## src/rtl/am2940_pkg.sv

```systemverilog
// Shared opcode, mode and state definitions for the Am2940-style DMA sequencer.
package am2940_pkg;

  localparam logic [2:0] OP_WRCR   = 3'd0;
  localparam logic [2:0] OP_RDCR   = 3'd1;
  localparam logic [2:0] OP_RDWC   = 3'd2;
  localparam logic [2:0] OP_RDAC   = 3'd3;
  localparam logic [2:0] OP_REINIT = 3'd4;
  localparam logic [2:0] OP_LDAD   = 3'd5;
  localparam logic [2:0] OP_LDWC   = 3'd6;
  localparam logic [2:0] OP_ENCT   = 3'd7;

  localparam logic [1:0] MODE_WC_DEC = 2'd0;
  localparam logic [1:0] MODE_WC_CMP = 2'd1;
  localparam logic [1:0] MODE_AC_CMP = 2'd2;
  localparam logic [1:0] MODE_FREE   = 2'd3;

  typedef enum logic [1:0] {
    ST_IDLE  = 2'd0,
    ST_ARMED = 2'd1,
    ST_DONE  = 2'd2
  } state_e;

endpackage

```

## src/rtl/am2940_dma_seq_if.sv

```systemverilog
// Host/bus interface of the DMA sequencer: instruction port, step handshake, status.
interface am2940_dma_seq_if #(
  parameter int unsigned W = 4
);
  logic [2:0]   instr;
  logic         instr_vld;
  logic [W-1:0] di;
  logic         step;
  logic         step_rdy;
  logic [W-1:0] do_data;
  logic         do_vld;
  logic [W-1:0] addr;
  logic         done;
  logic [2:0]   ctrl_q;

  modport master (
    output instr, instr_vld, di, step,
    input  step_rdy, do_data, do_vld, addr, done, ctrl_q
  );

  modport slave (
    input  instr, instr_vld, di, step,
    output step_rdy, do_data, do_vld, addr, done, ctrl_q
  );
endinterface

```

## src/rtl/am2940_updown_cnt.sv

```systemverilog
// W-bit loadable up/down counter; exposes the stepped value for terminal compare.
module am2940_updown_cnt #(
  parameter int unsigned W = 4
) (
  input  logic         clk,
  input  logic         rst_n,
  input  logic         load,
  input  logic [W-1:0] load_val,
  input  logic         en,
  input  logic         dir,   // 1: decrement
  output logic [W-1:0] q,
  output logic [W-1:0] nxt
);

  // Stepped value, wraps modulo 2^W.
  always_comb begin
    nxt = dir ? q - 1'b1 : q + 1'b1;
  end

  // Count register; load has priority over stepping.
  always_ff @(posedge clk) begin
    if (!rst_n) begin
      q <= '0;
    end else if (load) begin
      q <= load_val;
    end else if (en) begin
      q <= nxt;
    end
  end

endmodule

```

## src/rtl/am2940_dma_seq.sv

```systemverilog
// Am2940-style DMA sequencer: host instruction decode, AR/AC/WR/WC/CR, terminal count.
module am2940_dma_seq
  import am2940_pkg::*;
#(
  parameter int unsigned W = 4
) (
  input logic             clk,
  input logic             rst_n,
  am2940_dma_seq_if.slave bus
);

  state_e       state_q, state_d;
  logic [W-1:0] ar_q, wr_q, ac, wc, ac_nxt, wc_nxt;
  logic [2:0]   cr_q;
  logic [W-1:0] do_q;
  logic         do_vld_q;
  logic [1:0]   mode;
  logic         step_acc, term, ac_load, wc_load, cmp_mode;
  logic [W-1:0] ac_load_val, wc_load_val;

  assign mode     = cr_q[1:0];
  assign cmp_mode = (mode == MODE_WC_CMP) || (mode == MODE_AC_CMP);

  // Step acceptance, counter load controls and terminal detection on next values.
  always_comb begin
    bus.step_rdy = (state_q == ST_ARMED) && !bus.instr_vld;
    step_acc     = bus.step_rdy && bus.step;
    ac_load      = bus.instr_vld && (bus.instr == OP_REINIT || bus.instr == OP_LDAD);
    wc_load      = bus.instr_vld && (bus.instr == OP_REINIT || bus.instr == OP_LDWC);
    ac_load_val  = (bus.instr == OP_LDAD) ? bus.di : ar_q;
    // Compare modes count WC up from zero towards WR.
    wc_load_val  = cmp_mode ? '0 : ((bus.instr == OP_LDWC) ? bus.di : wr_q);
    term         = 1'b0;
    case (mode)
      MODE_WC_DEC: term = (wc_nxt == '0);
      MODE_WC_CMP: term = (wc_nxt == wr_q);
      MODE_AC_CMP: term = (ac_nxt == wr_q);
      default:     term = 1'b0;
    endcase
  end

  am2940_updown_cnt #(.W(W)) u_ac (
    .clk      (clk),
    .rst_n    (rst_n),
    .load     (ac_load),
    .load_val (ac_load_val),
    .en       (step_acc),
    .dir      (cr_q[2]),
    .q        (ac),
    .nxt      (ac_nxt)
  );

  am2940_updown_cnt #(.W(W)) u_wc (
    .clk      (clk),
    .rst_n    (rst_n),
    .load     (wc_load),
    .load_val (wc_load_val),
    .en       (step_acc),
    .dir      (mode == MODE_WC_DEC),
    .q        (wc),
    .nxt      (wc_nxt)
  );

  // Next-state: instructions win over steps; loads/WRCR force IDLE, ENCT only arms from IDLE.
  always_comb begin
    state_d = state_q;
    if (bus.instr_vld) begin
      case (bus.instr)
        OP_WRCR, OP_REINIT, OP_LDAD, OP_LDWC: state_d = ST_IDLE;
        OP_ENCT: if (state_q == ST_IDLE) state_d = ST_ARMED;
        default: state_d = state_q;
      endcase
    end else if (step_acc && term) begin
      state_d = ST_DONE;
    end
  end

  // Configuration registers, state and read-back pipeline.
  always_ff @(posedge clk) begin
    if (!rst_n) begin
      state_q  <= ST_IDLE;
      ar_q     <= '0;
      wr_q     <= '0;
      cr_q     <= '0;
      do_q     <= '0;
      do_vld_q <= 1'b0;
    end else begin
      state_q  <= state_d;
      do_vld_q <= 1'b0;
      if (bus.instr_vld) begin
        case (bus.instr)
          OP_WRCR: cr_q <= bus.di[2:0];
          OP_RDCR: begin
            do_q     <= {{(W-3){1'b0}}, cr_q};
            do_vld_q <= 1'b1;
          end
          OP_RDWC: begin
            do_q     <= wc;
            do_vld_q <= 1'b1;
          end
          OP_RDAC: begin
            do_q     <= ac;
            do_vld_q <= 1'b1;
          end
          OP_LDAD: ar_q <= bus.di;
          OP_LDWC: wr_q <= bus.di;
          default: ;
        endcase
      end
    end
  end

  // Status outputs.
  always_comb begin
    bus.do_data = do_q;
    bus.do_vld  = do_vld_q;
    bus.addr    = ac;
    bus.done    = (state_q == ST_DONE);
    bus.ctrl_q  = cr_q;
  end

endmodule

```

## src/flat_wrapper.sv

```systemverilog
// flat-port wrapper written by rule: the top's interface ports become plain ports
module am2940_dma_seq_flat import am2940_pkg::*;
#(
  parameter int unsigned W = 4
)
  (clk, rst_n, bus_instr, bus_instr_vld, bus_di, bus_step, bus_step_rdy, bus_do_data, bus_do_vld, bus_addr, bus_done, bus_ctrl_q);
  am2940_dma_seq_if #(.W(W)) bus_i ();
  input logic clk;
  input logic rst_n;
  input wire logic [$bits(bus_i.instr)-1:0] bus_instr;
  input wire logic [$bits(bus_i.instr_vld)-1:0] bus_instr_vld;
  input wire logic [$bits(bus_i.di)-1:0] bus_di;
  input wire logic [$bits(bus_i.step)-1:0] bus_step;
  output wire logic [$bits(bus_i.step_rdy)-1:0] bus_step_rdy;
  output wire logic [$bits(bus_i.do_data)-1:0] bus_do_data;
  output wire logic [$bits(bus_i.do_vld)-1:0] bus_do_vld;
  output wire logic [$bits(bus_i.addr)-1:0] bus_addr;
  output wire logic [$bits(bus_i.done)-1:0] bus_done;
  output wire logic [$bits(bus_i.ctrl_q)-1:0] bus_ctrl_q;
  assign bus_i.instr = bus_instr;
  assign bus_i.instr_vld = bus_instr_vld;
  assign bus_i.di = bus_di;
  assign bus_i.step = bus_step;
  assign bus_step_rdy = bus_i.step_rdy;
  assign bus_do_data = bus_i.do_data;
  assign bus_do_vld = bus_i.do_vld;
  assign bus_addr = bus_i.addr;
  assign bus_done = bus_i.done;
  assign bus_ctrl_q = bus_i.ctrl_q;
  am2940_dma_seq #(.W(W)) u_core (.clk(clk), .rst_n(rst_n), .bus(bus_i));
endmodule
```

## config.mk

```make
export PLATFORM = sky130hd
export DESIGN_NAME = am2940_dma_seq_flat
export DESIGN_NICKNAME = d
export VERILOG_FILES = /design/src/rtl/am2940_pkg.sv /design/src/rtl/am2940_dma_seq_if.sv /design/src/rtl/am2940_updown_cnt.sv /design/src/rtl/am2940_dma_seq.sv /design/src/flat_wrapper.sv
export SDC_FILE = /design/constraint.sdc
export NUM_CORES = 1
export LEC_CHECK = 0
export ABC_CLOCK_PERIOD_IN_PS = 2430
export CORE_MARGIN = 5
export CORE_UTILIZATION = 50
export DETAILED_ROUTE_END_ITERATION = 12
export GPL_TIMING_DRIVEN = 0
export PLACE_DENSITY_LB_ADDON = 0.12
export SLEW_MARGIN = 20
export SYNTH_ARGS = -nofsm -noshare
export SYNTH_HDL_FRONTEND = slang
export SYNTH_SLANG_ARGS = --single-unit
```

## constraint.sdc

```tcl
create_clock -name clk -period 2.43 [get_ports clk]
set_input_delay 0.486 -clock clk [delete_from_list [all_inputs] [get_ports clk]]
set_output_delay 0.486 -clock clk [all_outputs]
set_load 0.1 [all_outputs]
```

Yosys cells after proc, flatten, opt, wreduce, memory -nomap -nowiden:

Cells that the tools add are included.

* register bits after elaboration: 26
* output and inout port bits: 14
* word-level logic and storage cells: 66

* add/subtract/negate cells: 4
* equal/unequal tests: 15
* multiplexer cells: 16
* reduce and logical (&&, ||, !) cells: 23

Operators with widths (number)
* $mux 4: 9
* $eq 3x3->1 const B: 4
* $pmux 4 s3: 1
* $add 4x1->4 const B: 2
* $eq 4x4->1: 2
* $sub 4x1->4 const B: 2
* $eq 3x2->1 const B: 2
* $mux 2: 3
* $reduce_and 2->1: 3
* $reduce_bool 2->1: 3
* $logic_and 1x1->1: 5
* $eq 2x1->1 const B: 2
* $eq 2x2->1 const B: 2
* $logic_not 2->1: 2
* $logic_not 4->1: 1
* $pmux 2 s2: 1
* $reduce_or 4->1: 1
* $eq 3x1->1 const B: 1
* $logic_not 3->1: 1
* $logic_or 1x1->1: 3
* $ne 3x1->1 const B: 1
* $ne 3x2->1 const B: 1
* $pmux 1 s3: 1
* $reduce_and 3->1: 1
* 4 further kinds: 4

Logic depth before layout (Yosys ltp):

* depth in word-level cells: 7
* mapped depth: 10
* mapped depth without buffers: 9

Hierarchy:

From an unflattened synthesis, not the netlist that was laid out.

* cell total of the unflattened synthesis: 199
* area, all modules: 1732.9 sq um

By module, submodules not included
* am2940_dma_seq: times used 1, cells an instance 127, area each 1119.8 sq um, sequential area each 360.3 sq um
* am2940_updown_cnt: times used 2, cells an instance 36, area each 306.5 sq um, sequential area each 80.1 sq um

Worst setup path after synthesis:

Ideal clock, no wire load.

* path type: in2out
* start point: in bus_instr_vld
* end point: out bus_step_rdy
* data arrival time: 3.063 ns
* path slack: -1.119 ns
* cell stages on the path: 3
* buffers on the path: 2
* path through: clkbuf_2 -> clkbuf_1 -> nor3b_1

* cells in the longest elaborated chain, start to end: 2

RTL lines
* start: declaration: RTL line flat_wrapper.sv:11 `input wire logic [$bits(bus_i.instr_vld)-1:0] bus_instr_vld;`
* $logic_not 1->1: RTL line am2940_dma_seq.sv:26 `bus.step_rdy = (state_q == ST_ARMED) && !bus.instr_vld;`
* $logic_and 1x1->1: RTL line am2940_dma_seq.sv:26
* end: declaration: RTL line flat_wrapper.sv:14 `output wire logic [$bits(bus_i.step_rdy)-1:0] bus_step_rdy;`

Every way passes these cells.

Final worst setup path:

* start point: reg u_core.u_ac.q[0]
* end point: out bus_addr[0]

RTL lines
* start: declaration: RTL line am2940_updown_cnt.sv:11 `output logic [W-1:0] q,`
* start signal: assignment: RTL line am2940_updown_cnt.sv:25 `q <= load_val;`
* start signal: assignment: RTL line am2940_updown_cnt.sv:27 `q <= nxt;`
* end: declaration: RTL line flat_wrapper.sv:17 `output wire logic [$bits(bus_i.addr)-1:0] bus_addr;`

No word-level cell between the ends.

==> impl_metrics.ini <==
[floorplanning]
die_h_um = 71.2
core-area_um2 = 3630
initial_core_util = 0.515
dieArea_um2 = 5060
die_w_um = 71.2
ios = 25
core.rowCount = 22

[route]
dr_total_vias = 1648
ant_nets = 0
drt_first_pass_iters = 4
finalWirelength_um = 4580
viasPerCell = 5.66
wl_per_cell_um = 15.7
post-route-drc-count = 0
drt_iter0_markers = 106

[clocking]
hold_buffers = 0
cts_buffers = 3
worstSkewPairLatency_ns = 0.27
htree_levels = 1
path_clk_slew_ns = 0.08
cts_tree = yes
cts.sinks = 26
clk_path_buf_depth = 2
root_buffer = clkbuf_8

[synth]
synth_common_cells = dfxtp_1, nand2_1, mux2i_1, nor2b_1, a21oi_1
synth_enable_flop_cells = 0
synth.distinct_cells = 52
synth.most_common_cell = dfxtp_1
synth_area_leaders = dfxtp_1, mux2i_1, ha_1
async_flop_share = 0
yosysTopAreaCellShare = 0.278
synth.ff_latch_count = 26
netlist_instances = 215
synth_nets = 235
synth.avg_cell_area_um2 = 8.70
ys.flop_type = dfxtp_1
syn_area_um2 = 1870
yosysWarningCount = 0
ys_seq_area_frac = 0.278
yosys.area.top_type = dfxtp_1

[global_route]
antenna_found_initial = 0
grt_max_degree = 15
track_usage = 0.181
grt_pass1_vias = 1562
grt_pass1_wl_um = 7380
overflow = 0

[worst_setup_path]
rr_endpoint = u_core.state_q[1]$_SDFFE_PN0P_
crit_buf_inv = 1
cp.required_ns = 1.94
cp_slowest_stage_delay_ns = 1.17
r2r_slack_ns = 0.15
start_kind = register
critical_path_class = reg2out
crit_fanout = 6
end_kind = output pin
critical_path.cell_chain = clkdlybuf4s50_1
reg2regPathDepth = 10
cp.arrival_ns = 1.84
crit_family = buffers and inverters
slowest_stage = clkdlybuf4s50_1
r2r-start = u_core.bus.ctrl_q[1]$_SDFFE_PN0P_

[finish]
syn_to_final_growth_pct = 21.1
finalInstanceArea_um2 = 2270
antenna-diode-count = 0
layout-drive-gt1-share = 0.132
fin_nets = 264
finish.utilization = 0.624

[min_path]
hold_path_depth = 1
hp-class = reg2reg
min_to = u_core.ar_q[0]$_SDFFE_PN0P_
min_from = u_core.ar_q[0]$_SDFFE_PN0P_

[timing]
rsz0062_at_grt = no
hold_violations = 0
max_slew_margin = 0.342
tightest_slew_ns = 0.983
period_minus_slack_ns = 2.33
max_freq_mhz = 430
finClkSkew_ns = 0.00817
finalSetupViolCount = 0
maxSlewViolCount = 0
timing.hold.ws_ns = 0.489
period_share = 0.958

[place]
placed_area_um2 = 2180
post-dp-hpwl_um = 3510
port_buffers = 22
gp_congestion = 0.854

[run]
maxCapViolCount = 0

[pwr]
ir_worst_vdd_v = 0.000297
leakagePower_nw = 1.01
cellPowerDensity_nw_per_um2 = 437

[outcome]
outcome = finished, final reports clean
==> cells by family after synthesis <==
kind of cell    synth area share
fa+ha+maj                 0.0642
compound gates             0.201
flops                      0.278
xor+xnor                  0.0635
simple gates               0.241
buf+inv                   0.0528
mux                       0.0983
==> flip-flops by register name, indices dropped and copies added, names as in the netlist <==
| signal | count |
|---|---|
| u_core.ar_q | 4 |
| u_core.u_wc.q | 4 |
| u_core.u_ac.q | 4 |
| u_core.bus.ctrl_q | 3 |
| u_core.state_q | 2 |
| u_core.bus.do_data | 4 |
| u_core.bus.do_vld | 1 |
| u_core.wr_q | 4 |
==> cell type report <==
cell class | instances | area (um2)
plain buffers | 14 | 80.1
well taps | 48 | 60.1
clock buffers | 4 | 45.0
multi-input cells | 170 | 1290
repair buffers | 24 | 236
inverters | 5 | 18.8
flip-flops and latches | 26 | 531
fillers | 334 | 1370
==> worst max path at each step <==
stage	start	end	slack, ns	depth (start not counted)
after global placement	bus_instr_vld	bus_step_rdy	-0.38	4
after floorplan	u_core.u_ac.q[2]$_SDFFE_PN0P_	u_core.state_q[1]$_SDFFE_PN0P_	0.009	6
final	u_core.u_ac.q[0]$_SDFFE_PN0P_	bus_addr[0]	0.10	1
after CTS	u_core.u_ac.q[3]$_SDFFE_PN0P_	bus_addr[3]	0.02	1
after global routing	u_core.bus.ctrl_q[1]$_SDFFE_PN0P_	u_core.state_q[1]$_SDFFE_PN0P_	0.05	10
after detailed placement	bus_instr_vld	bus_step_rdy	-0.40	4
==> layer usage <==
layer  wire (um)  global-route usage  vias to the layer above
met4          87              0.0564                        0
met2        2120               0.294                       45
met5           0                   0                        -
met3         171              0.0270                        8
met1        2200               0.247                      763
li1            -                   -                      832
==> through the flow <==
step | worst slack, ns | instances | power [mW] | TNS [ns]
detailed placement | -0.395 | 285 | 0.737 | -0.395
global route | 0.0470 | 291 | 1.03 | 0
CTS | 0.0240 | 289 | 0.988 | 0
global placement | -0.377 | 285 | 0.736 | -0.377
finish | 0.102 | 291 | 0.989 | 0
floorplan | 0.00912 | 215 | 0.668 | 0
==> layout by cell type (no fill, tap or decap), drive strengths merged, types with 4 or more instances in the layout <==
| master | Yosys | layout |
|---|---|---|
| nor3 | 5 | 5 |
| inv | 5 | 5 |
| o211a | 7 | 7 |
| o21ai | 8 | 8 |
| nor2 | 10 | 10 |
| mux2i | 15 | 15 |
| clkdlybuf4s50 | 0 | 18 |
| ha | 8 | 8 |
| buf | 5 | 7 |
| o211ai | 4 | 4 |
| xor2 | 5 | 5 |
| nand2 | 16 | 16 |
| clkbuf | 9 | 13 |
| nand3 | 8 | 8 |
| nor2b | 16 | 16 |
| a21oi | 12 | 12 |
| xnor2 | 6 | 6 |
| dfxtp | 26 | 26 |
| a2111oi | 4 | 4 |
==> power by group <==
group / total [mW] / switching, mW / internal [mW]
Sequential: 0.459 / 0.0180 / 0.441
Combinational: 0.275 / 0.169 / 0.105
Clock: 0.256 / 0.138 / 0.118
==> what timing repair did <==
item	CTS	global route
endpoints found under the setup margin	3	3
setup buffers	0	2
pin swaps	0	1
gates resized for setup	5	6
Power figures use the tool's default switching activity.
